### config.mk
export PLATFORM = sky130hd
export DESIGN_NAME = if_stage_fetch
export DESIGN_NICKNAME = d
export VERILOG_FILES = /design/src/rtl/if_stage_fetch.sv
export SDC_FILE = /design/constraint.sdc
export NUM_CORES = 1
export LEC_CHECK = 0
export CORE_MARGIN = 3
export CORE_UTILIZATION = 30
export DETAILED_ROUTE_END_ITERATION = 8
export DONT_BUFFER_PORTS = 1
export PLACE_DENSITY_LB_ADDON = 0.05
export SLEW_MARGIN = 20
export SYNTH_ARGS = -nofsm -noshare
export SYNTH_HDL_FRONTEND = slang
export SYNTH_SLANG_ARGS = --single-unit
export TNS_END_PERCENT = 20
### constraint.sdc
create_clock -name clk -period 2.2 [get_ports clk]
set_clock_uncertainty 0.1 [all_clocks]
set_input_delay 0.22 -clock clk [delete_from_list [all_inputs] [get_ports clk]]
set_output_delay 0.22 -clock clk [all_outputs]
set_load 0.05 [all_outputs]
### src/rtl/if_stage_fetch.sv
// Instruction-fetch stage: PC register, PCSrc next-PC select, IF/ID latch,
// and interrupt synchronisation / tagging of the fetched slot.
module if_stage_fetch #(
    parameter logic [31:0] RESET_PC = 32'h8000_0000,
    parameter logic [31:0] ILLOP_PC = 32'h8000_0004,
    parameter logic [31:0] XADR_PC  = 32'h8000_0008
) (
    input  logic        clk,
    input  logic        reset,
    input  logic        stall,
    input  logic        flush,
    input  logic        redirect_valid,
    input  logic [2:0]  redirect_sel,
    input  logic        branch_taken,
    input  logic [31:0] branch_target,
    input  logic [25:0] jump_index,
    input  logic [31:0] jump_pc_plus4,
    input  logic [31:0] jr_target,
    input  logic        irq_raw,
    output logic [31:0] imem_addr,
    input  logic [31:0] imem_rdata,
    output logic [31:0] if_id_instr,
    output logic [31:0] if_id_pc_plus4,
    output logic        if_id_valid,
    output logic        if_id_irq
);

    localparam int unsigned XLEN     = 32;
    localparam int unsigned KBIT     = XLEN - 1;
    localparam logic [2:0]  SEL_SEQ  = 3'd0;
    localparam logic [2:0]  SEL_BR   = 3'd1;
    localparam logic [2:0]  SEL_J    = 3'd2;
    localparam logic [2:0]  SEL_JR   = 3'd3;
    localparam logic [2:0]  SEL_IRQ  = 3'd4;

    logic [XLEN-1:0] pc_q, pc_d;
    logic [XLEN-1:0] instr_q, instr_d;
    logic [XLEN-1:0] pp4_q, pp4_d;
    logic            valid_q, valid_d;
    logic            tag_q, tag_d;
    logic            irq_sync1_q, irq_sync2_q, irq_prev_q;
    logic            irq_pending_q, irq_pending_d;

    logic [XLEN-1:0] pc_plus4;
    logic [XLEN-1:0] redirect_pc;
    logic            irq_edge;
    logic            irq_take;
    logic            if_load;
    logic            unused_ok;

    // Only the region bits of the jump's PC+4 are consumed.
    assign unused_ok = ^jump_pc_plus4[27:0];

    assign pc_plus4  = pc_q + XLEN'(4);
    assign irq_edge  = irq_sync2_q & ~irq_prev_q;
    assign irq_take  = irq_pending_q & ~pc_q[KBIT];
    assign if_load   = ~flush & ~stall;

    // Redirect target decode; user-mode non-vector redirects cannot enter kernel space.
    always_comb begin
        redirect_pc = XADR_PC;
        unique case (redirect_sel)
            SEL_SEQ: redirect_pc = pc_plus4;
            SEL_BR:  redirect_pc = branch_taken ? branch_target : pc_plus4;
            SEL_J:   redirect_pc = {jump_pc_plus4[31:28], jump_index, 2'b00};
            SEL_JR:  redirect_pc = jr_target;
            SEL_IRQ: redirect_pc = ILLOP_PC;
            default: redirect_pc = XADR_PC;
        endcase
        if (!pc_q[KBIT] && (redirect_sel < SEL_IRQ)) begin
            redirect_pc[KBIT] = 1'b0;
        end
    end

    // Next-PC priority: redirect over stall over sequential.
    always_comb begin
        pc_d = pc_plus4;
        if (redirect_valid) begin
            pc_d = redirect_pc;
        end else if (stall) begin
            pc_d = pc_q;
        end
    end

    // IF/ID latch update (flush beats stall) and pending-interrupt bookkeeping.
    always_comb begin
        instr_d       = instr_q;
        pp4_d         = pp4_q;
        valid_d       = valid_q;
        tag_d         = tag_q;
        irq_pending_d = irq_pending_q;
        if (flush) begin
            instr_d = '0;
            pp4_d   = '0;
            valid_d = 1'b0;
            tag_d   = 1'b0;
        end else if (!stall) begin
            instr_d = imem_rdata;
            pp4_d   = pc_plus4;
            valid_d = 1'b1;
            tag_d   = irq_take;
        end
        if (if_load && irq_take) begin
            irq_pending_d = 1'b0;
        end else if (irq_edge) begin
            irq_pending_d = 1'b1;
        end
    end

    // State registers with synchronous reset.
    always_ff @(posedge clk) begin
        if (reset) begin
            pc_q          <= RESET_PC;
            instr_q       <= '0;
            pp4_q         <= '0;
            valid_q       <= 1'b0;
            tag_q         <= 1'b0;
            irq_sync1_q   <= 1'b0;
            irq_sync2_q   <= 1'b0;
            irq_prev_q    <= 1'b0;
            irq_pending_q <= 1'b0;
        end else begin
            pc_q          <= pc_d;
            instr_q       <= instr_d;
            pp4_q         <= pp4_d;
            valid_q       <= valid_d;
            tag_q         <= tag_d;
            irq_sync1_q   <= irq_raw;
            irq_sync2_q   <= irq_sync1_q;
            irq_prev_q    <= irq_sync2_q;
            irq_pending_q <= irq_pending_d;
        end
    end

    assign imem_addr      = pc_q;
    assign if_id_instr    = instr_q;
    assign if_id_pc_plus4 = pp4_q;
    assign if_id_valid    = valid_q;
    assign if_id_irq      = tag_q;

endmodule

==> flow_summary.ini <==
[global_routing]
grt_pass1_vias = 4643
grt_pass1_wl_mm = 28.2
grt_max_degree = 54
grt_usage = 0.203
antenna_found_initial = 0
grt-ovfl-total = 0

[die]
die_w_um = 137
row_count = 47
start_util = 0.309
dieArea_um2 = 18700
dieHeight_um = 137
num_io_pins = 262
core_um2 = 16600

[sta]
tns_ps = 0
setup_viol = 0
hold_viol = 0
max_slew_margin = 0.434
rsz0062_at_grt = false
slew_viol_final = 0
period_share = 0.962
worst_slew_pin_slew_ps = 850
max_freq_mhz = 472
min_period_ps = 2120
worst_slack_ps = 82.7

[clock_network]
cts-htree-levels = 3
clkTransAtPathRegs_ps = 70
cts_buffers = 9
clkSinkCount = 102
clk_path_buf_depth = 2
clock-root-buffer = clkbuf_16
cts_tree = done
clkLatencyLatePin_ps = 350

[logic_synthesis]
yosysSeqAreaShare = 0.398
synthXorXnorAreaFrac = 0.0750
synth-warning-count = 0
synthCells = 591
synth.area.top_cells = dfxtp_1, mux2i_1, nor2_1
async_flop_share = 0
yosysMostFrequentCell = dfxtp_1
ys_seq_elements = 102
synth.area.mux_share = 0.0748
synth.avg_cell_area_um2 = 8.69
synthSimpleGateAreaFrac = 0.205
netlist_top_cells_count = dfxtp_1, nor2_1, a21oi_1
synth_ff_type = dfxtp_1
synthAdderAreaFrac = 0.00244
synth_area_um2 = 5140
synth_edf_count = 0
synth_top_area_cell = dfxtp_1
synth_nets = 756
synth.distinct_cells = 59
synth_top_family_by_area = simple AND/OR/NAND/NOR gates
yosys.area.top_type_share = 0.398
synth_compound_area_frac = 0.203

[drt]
postRouteAntennaNets = 0
avgRoutedWirePerCell_um = 21.9
vias = 4832
routed_wl_mm = 19.7
first_iter_violations = 258
drc_errors = 0
viasPerCell = 5.37
firstDrtPassIters = 5

[setup_path]
required_ps = 2320
crit_chain = ha_4 -> nand4_4 -> buf_4 -> nor4_2 -> buf_4 -> nand4_1 -> o211ai_1 -> o311ai_1
crit_path_end_kind = flop
critical-path-top-cell-by-count = buf_4
crit_path_max_fanout = 6
cp-start-kind = flop
crit_type = flop to flop
cpPeakStageDelay_ps = 370
crit_arrival_ps = 2240
crit_path_top_delay_cell = dfxtp_4

[worst_hold_path]
hold_path.class = primary input to flop

[power]
swShare = 0.297
p_comb_frac = 0.141
ir_worst_vdd_mv = 0.336
p_int_uw = 3050
pwr-share-seq = 0.475
p_leak_uw = 0.00253
power_density_nw_per_um2 = 659
power_switching_uw = 1290
clkPwrFrac = 0.384

[placement]
pre_cts_slack_ps = 39.3
placedCellCount = 842
globalplace.congestion = 0.871
post-dp-hpwl_mm = 14.6
numPortBuffers = 0

[final_layout]
final_cells = 899
syn2layout_area_growth_pct = 28.2
num_antenna_cells = 0
drive_gt1_frac = 0.193
nets = 839

[flow_run]
maxCapViolCount = 0

[status]
outcome = complete, no violations
[final timing paths]
kind / from / end / slack (ps) / cells after the start
hold reg to reg: irq_sync1_q / irq_sync2_q / 350 / 1
setup reg to reg: imem_addr[2] / imem_addr[22] / 80 / 8
setup / recovery: imem_addr[2] / imem_addr[22] / 80 / 8
hold / removal: redirect_sel[2] / imem_addr[2] / 20 / 2
[per-stage QoR]
| step | power [uW] | hold slack (ps) | instance area (um^2) | utilization |
|---|---|---|---|---|
| 6_report | 4340 | 16.2 | 6580 | 0.396 |
| 5_1_grt | 4520 | 29.6 | 6580 | 0.396 |
| 4_1_cts | 4410 | 16.3 | 6560 | 0.394 |
| 3_5_place_dp | 2630 | 192 | 5840 | 0.351 |
| 3_3_place_gp | 2620 | 189 | 5840 | 0.351 |
| 2_1_floorplan | 2490 | 248 | 5170 | - |
[registers in the layout, summed over array words and instances, names as in the netlist]
| name | cells |
|---|---|
| irq_pending_q | 1 |
| if_id_irq | 1 |
| irq_prev_q | 1 |
| imem_addr | 32 |
| if_id_valid | 1 |
| if_id_instr | 32 |
| if_id_pc_plus4 | 32 |
| irq_sync2_q | 1 |
| irq_sync1_q | 1 |
[placed cells by master, fill, tap and decap left out, types with 4 or more instances in the layout]
master	n
a211o_1	6
a211oi_1	6
a21oi_1	46
a221oi_1	5
a222oi_1	9
a22o_1	5
a22oi_1	19
and3_1	4
buf_4	76
clkbuf_16	9
dfxtp_1	84
dfxtp_2	16
dlygate4sd3_1	39
inv_1	7
mux2i_1	35
nand2_1	39
nand3_1	15
nand4_1	13
nor2_1	76
nor2b_1	4
nor3_1	12
nor4_1	5
o21ai_0	20
o21ai_1	6
o22ai_1	8
or3_1	4
xnor2_1	26
xor2_1	18
[logic make-up after synthesis]
logic type	after synthesis
AND/OR/NAND/NOR	200
AO/OA/AOI/OAI	155
adder cells (fa/ha/maj)	1
buffers and inverters	51
multiplexers	38
flip-flops	102
XOR/XNOR	44
[what timing repair did]
action,CTS,global route
buffers inserted,0,1
hold endpoints to repair,65,0
hold buffers,40,0
setup endpoints to repair,0,6
gates resized for setup,0,2
[layout make-up]
class                   instances  area (um^2)
repair buffers                116          988
clock buffers                  10          229
inverters                       7         26.3
flip-flops and latches        102         2070
fillers                      1703        10100
clock inverters                 6         76.3
well taps                     220          275
multi-input cells             438         2920
[per-layer routing]
| metal | vias up | wire length (um) | track usage |
|---|---|---|---|
| li1 | 2327 | - | - |
| met1 | 2289 | 9100 | 0.286 |
| met2 | 200 | 8760 | 0.312 |
| met3 | 16 | 1590 | 0.0474 |
| met4 | 0 | 258 | 0.0560 |
| met5 | - | 0 | 0 |
[worst max-delay path: cells and delay by family (launching register included)]
family	cells	cell delay [ps]
AND/OR/NAND/NOR	3	630
flip-flops	1	370
buffers and inverters	2	360
AO/OA/AOI/OAI	2	360
adder cells (fa/ha/maj)	1	170
[power groups by stage]
| stage | registers [uW] | clock network, uW | logic, uW |
|---|---|---|---|
| 3_5_place_dp | 2110 | 0 | 521 |
| 5_1_grt | 2070 | 1790 | 661 |
| 4_1_cts | 2060 | 1730 | 612 |
| 6_report | 2060 | 1670 | 612 |
| 3_3_place_gp | 2100 | 0 | 515 |
| 2_1_floorplan | 2190 | 0 | 296 |
Power figures use the tool's default switching activity.
